--- src/rtl/reg_file_pkg.sv ---
// Shared types and helpers for the multi-port register file.
// merge_mask lives in a class so its width can follow the instantiating WIDTH.
package reg_file_pkg;

  typedef enum bit [0:0] {
    IDLE     = 1'b0,
    CLEARING = 1'b1
  } rf_state_e;

  virtual class rf_mask #(parameter int W = 8);
    static function logic [W-1:0] merge_mask(input logic [W-1:0] old_v,
                                             input logic [W-1:0] new_v,
                                             input logic [W-1:0] mask);
      return (old_v & ~mask) | (new_v & mask);
    endfunction
  endclass

endpackage

--- src/rtl/reg_file_clr_ctrl.sv ---
// Bulk-clear sequencer: walks every register address once while busy is high.
//
//   state    | meaning
//   IDLE     | user reads/writes allowed, clr sampled
//   CLEARING | one register zeroed per cycle, user port locked out
module reg_file_clr_ctrl
  import reg_file_pkg::*;
#(
  parameter int DEPTH = 8,
  parameter int AW    = $clog2(DEPTH)
) (
  input  logic          clk,
  input  logic          rst_n,
  input  logic          clr,
  output logic          busy,
  output logic          clr_we,
  output logic [AW-1:0] clr_addr
);

  localparam bit [AW-1:0] LAST = AW'(DEPTH - 1);

  rf_state_e   state;
  bit [AW-1:0] cnt;
  bit          busy_q;

  always_ff @(posedge clk or negedge rst_n) begin
    if (!rst_n) begin
      state  <= IDLE;
      cnt    <= '0;
      busy_q <= 1'b0;
    end else begin
      case (state)
        IDLE: begin
          if (clr) begin
            state  <= CLEARING;
            cnt    <= '0;
            busy_q <= 1'b1;
          end
        end
        CLEARING: begin
          if (cnt == LAST) begin
            state  <= IDLE;
            cnt    <= '0;
            busy_q <= 1'b0;
          end else begin
            cnt <= cnt + 1'b1;
          end
        end
        default: begin
          state  <= IDLE;
          cnt    <= '0;
          busy_q <= 1'b0;
        end
      endcase
    end
  end

  assign busy     = busy_q;
  assign clr_we   = (state == CLEARING);
  assign clr_addr = cnt;

endmodule

--- src/rtl/reg_file_mp.sv ---
// Multi-port register file: NUM_RD registered read ports, one masked write port
// with write-to-read bypass, and a hardware bulk clear.
module reg_file_mp
  import reg_file_pkg::*;
#(
  parameter  int WIDTH  = 8,
  parameter  int DEPTH  = 8,
  parameter  int NUM_RD = 2,
  localparam int AW     = $clog2(DEPTH)
) (
  input  logic                    clk,
  input  logic                    rst_n,
  input  logic                    wen,
  input  logic [AW-1:0]           waddr,
  input  logic [WIDTH-1:0]        din,
  input  logic [WIDTH-1:0]        wmask,
  input  logic [NUM_RD-1:0]       oen,
  input  logic [NUM_RD*AW-1:0]    raddr,
  output logic [NUM_RD*WIDTH-1:0] dout,
  input  logic                    clr,
  output logic                    busy
);

  localparam logic [AW:0] DEPTH_W = (AW + 1)'(DEPTH);

  bit   [WIDTH-1:0] regs [DEPTH];
  logic             clr_we;
  logic [AW-1:0]    clr_addr;
  logic             user_we;
  logic [WIDTH-1:0] wr_merged;

  reg_file_clr_ctrl #(
    .DEPTH (DEPTH),
    .AW    (AW)
  ) u_clr_ctrl (
    .clk      (clk),
    .rst_n    (rst_n),
    .clr      (clr),
    .busy     (busy),
    .clr_we   (clr_we),
    .clr_addr (clr_addr)
  );

  // Out-of-range write addresses are dropped here, so nothing downstream sees them.
  always_comb begin
    user_we   = wen && !busy && ({1'b0, waddr} < DEPTH_W);
    wr_merged = '0;
    if (user_we) begin
      wr_merged = rf_mask#(WIDTH)::merge_mask(regs[waddr], din, wmask);
    end
  end

  always_ff @(posedge clk or negedge rst_n) begin
    if (!rst_n) begin
      for (int i = 0; i < DEPTH; i++) begin
        regs[i] <= '0;
      end
    end else if (clr_we) begin
      regs[clr_addr] <= '0;
    end else if (user_we) begin
      regs[waddr] <= wr_merged;
    end
  end

  for (genvar k = 0; k < NUM_RD; k++) begin : g_rd
    logic [AW-1:0]    ra;
    logic [WIDTH-1:0] rd_val;
    bit   [WIDTH-1:0] dout_q;

    assign ra = raddr[k*AW +: AW];

    // Same-cycle write to the read address forwards the merged value.
    always_comb begin
      rd_val = '0;
      if ({1'b0, ra} < DEPTH_W) begin
        rd_val = (user_we && (waddr == ra)) ? wr_merged : regs[ra];
      end
    end

    always_ff @(posedge clk or negedge rst_n) begin
      if (!rst_n) begin
        dout_q <= '0;
      end else if (oen[k] && !busy) begin
        dout_q <= rd_val;
      end
    end

    assign dout[k*WIDTH +: WIDTH] = dout_q;
  end

endmodule

--- config.mk ---
export PLATFORM = sky130hd
export DESIGN_NAME = reg_file_mp
export DESIGN_NICKNAME = d
export VERILOG_FILES = /design/src/rtl/reg_file_pkg.sv /design/src/rtl/reg_file_clr_ctrl.sv /design/src/rtl/reg_file_mp.sv
export SDC_FILE = /design/constraint.sdc
export NUM_CORES = 1
export LEC_CHECK = 0
export CAP_MARGIN = 0
export CORE_MARGIN = 2
export CORE_UTILIZATION = 63
export CTS_CLUSTER_DIAMETER = 200
export CTS_CLUSTER_SIZE = 12
export DETAILED_ROUTE_END_ITERATION = 10
export GPL_ROUTABILITY_DRIVEN = 0
export PLACE_DENSITY = 0.93
export SYNTH_ARGS = -nofsm -noshare
export SYNTH_HDL_FRONTEND = slang
export SYNTH_HIERARCHICAL = 1
export SYNTH_SLANG_ARGS = --single-unit
--- constraint.sdc ---
create_clock -name clk -period 5.2 [get_ports clk]
set_input_delay 0.78 -clock clk [delete_from_list [all_inputs] [get_ports clk]]
set_output_delay 0.78 -clock clk [all_outputs]
set_load 0.03 [all_outputs]
==> impl_results.md <==
* Routed Antenna Nets at 0
* Worst skew pair latency at 370 ps
* Worst reg2reg path endpoint: regs[40]
* Hold path cells at 1
* # DRC at 0
* Largest area contributor in the netlist: dfrtp_1
* Drt total wl at 15.1 mm
* Worst hold-check path type: flop to flop
* Fin. Hold Viols at 0
* Die Area at 9030 um2
* Area Growth Syn to Fin at 13.0%
* All-layer global routing usage at 35.9%
* Synth Cell Area at 5220 um2
* Num Clock Sinks at 85
* Final Instance Area at 5900 um2
* Kind of critical path: input pin to flop
* Final Util at 72.5%
* RSZ-0062 raised after global routing: false
* Mapped Cells at 426
* CTS Hold Bufs at 0
* Max frequency at 284 MHz
* Port bufs at 47
* Run status: finished, final reports clean
* Reg-to-reg slack, setup at 2540 ps
* Post-DP HPWL at 10.7 mm
* Resized Gates After CTS at 0
* CTS Buf Count at 9
* Grt ovf at 0
* Reg2reg start: u_clr_ctrl/busy
* Synth Register Bits at 85
* DRT Pass-1 Iters at 6
* Most used DFF post-synth: dfrtp_1
* Worst Setup End Kind: flop
* Syn Nets at 460
* Final Max Slew Viols at 0
* DP Area at 5680 um2
* Final period util at 67.7%
* Slowest cell on the critical path: clkdlybuf4s50_1
* CTS tree: built
* Top cells by count, synth: 85 x dfrtp_1, 58 x a22o_1, 32 x mux4_2
* Layout cells sized above 1 at 17.1%
* Starting DRT DRC Count at 809
* Synth area leaders: dfrtp_1 41%, mux4_2 14%, a22o_1 9.7%
* WP data required at 5430 ps
* Root buffer cell: clkbuf_8
* CP Max Fanout at 20
* Syn Area/Cell at 12.3 um2
* Synth top area share at 40.7%
* Final Non-Filler Cells at 572
* Yosys warns at 6
* CP arrival at 3750 ps
* Vias in the first global route at 4335
* Dpl cells at 556
* Final setup fails at 0
* Count of cell types in the netlist at 57
* MaxCap Viol Count at 0
* Leak at 2.38 nW
* Power Density at 331 nW/um2
* DR WL/cell at 26.3 um
* CTS H-Tree Depth at 3
* Register area share after synthesis at 40.7%
* Core ar. at 8130 um2
* Worst slew margin at 24.0%
* Critical-path cell list: clkdlybuf4s50_1, nand4bb_1, nor3_2, a31oi_1, nand2_1, o21ai_1
* Worst vdd ir at 0.223 mV
* DIE WIDTH at 95.0 um
* Global-route wire length before repair at 23.9 mm
* Post-synth EDFFs at 0
* Clock Tree Buf Depth at 2
* Setup TNS at 0 ps
* Initial antenna violation count at 0
* Worst hold start: g_rd[0].dout_q[0]
* Via density at 7.66
* Io pins at 48
* Hold EP: g_rd[0].dout_q[0]
* N_diodes at 0
* Clk slew on worst S/H paths at 90 ps
* Chip Height at 95.0 um
* Tmin final at 3520 ps
* Row Count at 33
* Largest net degree at the start of global routing at 86
* Worst setup SP type: input pin
* Initial core utilization at 64.2%
* Worst R2R Path Depth at 5
* Total number of vias at 4384
* Clock Skew at 8.28 ps
* Worst slew pin tran at 1140 ps
* Max incr delay on CP at 1110 ps
* Most frequent cell after synthesis: dfrtp_1
* Async set-or-reset flop fraction in the synthesized netlist at 100%
* Fillers at 504
* Post-CTS Setup Bufs at 0
* Nets at 496
-- critical path: cells and delay by family --
kind                   cells  cell delay (ps)
and+or+nand+nor            3             1390
buffers and inverters      1             1110
AOI/OAI and AO/OA          2              450
-- how the worst max path moves through the flow --
stage / start / endpoint / slack, ps / cells after the start
global placement: waddr[2] / regs[5] / 1530 / 5
detailed placement: waddr[2] / regs[5] / 1450 / 5
finish: waddr[0] / regs[55] / 1680 / 6
CTS: waddr[2] / regs[5] / 1830 / 5
global route: waddr[2] / regs[5] / 1610 / 5
floorplan: raddr[4] / g_rd[1].dout_q[3] / 2880 / 6
-- where the power goes --
| part | leakage, nW | switching, mW | internal [mW] | total, mW |
|---|---|---|---|---|
| combinational | 1.13 | 0.380 | 0.233 | 0.612 |
| clock | 0.0981 | 0.253 | 0.272 | 0.525 |
| sequential | 1.16 | 0.0945 | 0.722 | 0.816 |
-- cell usage in the layout, fill, tap and decap left out, types with 3 or more instances in the layout --
cell,instances
a21oi_2,3
buf_4,4
a22o_1,58
clkbuf_8,9
nor2_4,3
clkinvlp_4,4
mux2i_1,24
mux2_2,4
a31oi_1,9
nand3_1,6
o2bb2ai_1,5
o22ai_1,4
a311oi_1,3
dfrtp_1,85
a221o_1,10
o21ai_0,10
nor2b_1,7
clkdlybuf4s50_1,46
xnor2_1,6
nand4_1,3
nand2_1,12
nor2_1,29
mux4_2,32
nand2b_1,9
a221oi_4,3
o21ai_1,4
a21oi_1,12
nor3b_1,3
o31ai_1,4
a311oi_2,3
inv_1,15
a22oi_1,4
ha_1,3
-- kinds of logic after synthesis --
group                    count (synthesis)  synth area share, %
AO/OA/AOI/OAI                          145                 24.6
AND/OR/NAND/NOR                         87                 9.44
flip-flops                              85                 40.7
multiplexers                            60                 19.3
buffers and inverters                   40                 4.24
XOR/XNOR                                 6                 1.01
adder cells (fa/ha/maj)                  3                0.719
-- state kept, by name, summed over array words and instances, names as in the netlist --
name / cells
g_rd.dout_q: 16
regs: 64
u_clr_ctrl/busy: 1
u_clr_ctrl/clr_addr: 3
u_clr_ctrl/clr_we: 1
-- layout make-up --
class	count	area (um2)	share of cell area, %
Clock buffer	9	124	2.10
Clock inverter	7	98.8	1.68
Inverter	15	56.3	0.954
Multi-Input combinational cell	301	2870	48.7
Sequential cell	85	2130	36.1
Tap cell	105	131	2.23
Timing Repair Buffer	50	490	8.31
-- metal layers --
layer / routed length (um) / global-route usage, %
met1: 5400 / 47.5
met2: 7210 / 55.7
met3: 1680 / 7.35
met4: 792 / 19.8
met5: 0 / 2.98
-- per-stage QoR --
step	hold WS (ps)	power [mW]	worst slack [ps]
final	519	1.95	1680
after global routing	546	2.04	1610
after detailed placement	505	1.42	1450
after floorplan	481	1.19	2880
after global placement	497	1.38	1530
after CTS	525	1.94	1830
(Power assumes the default switching activity.)
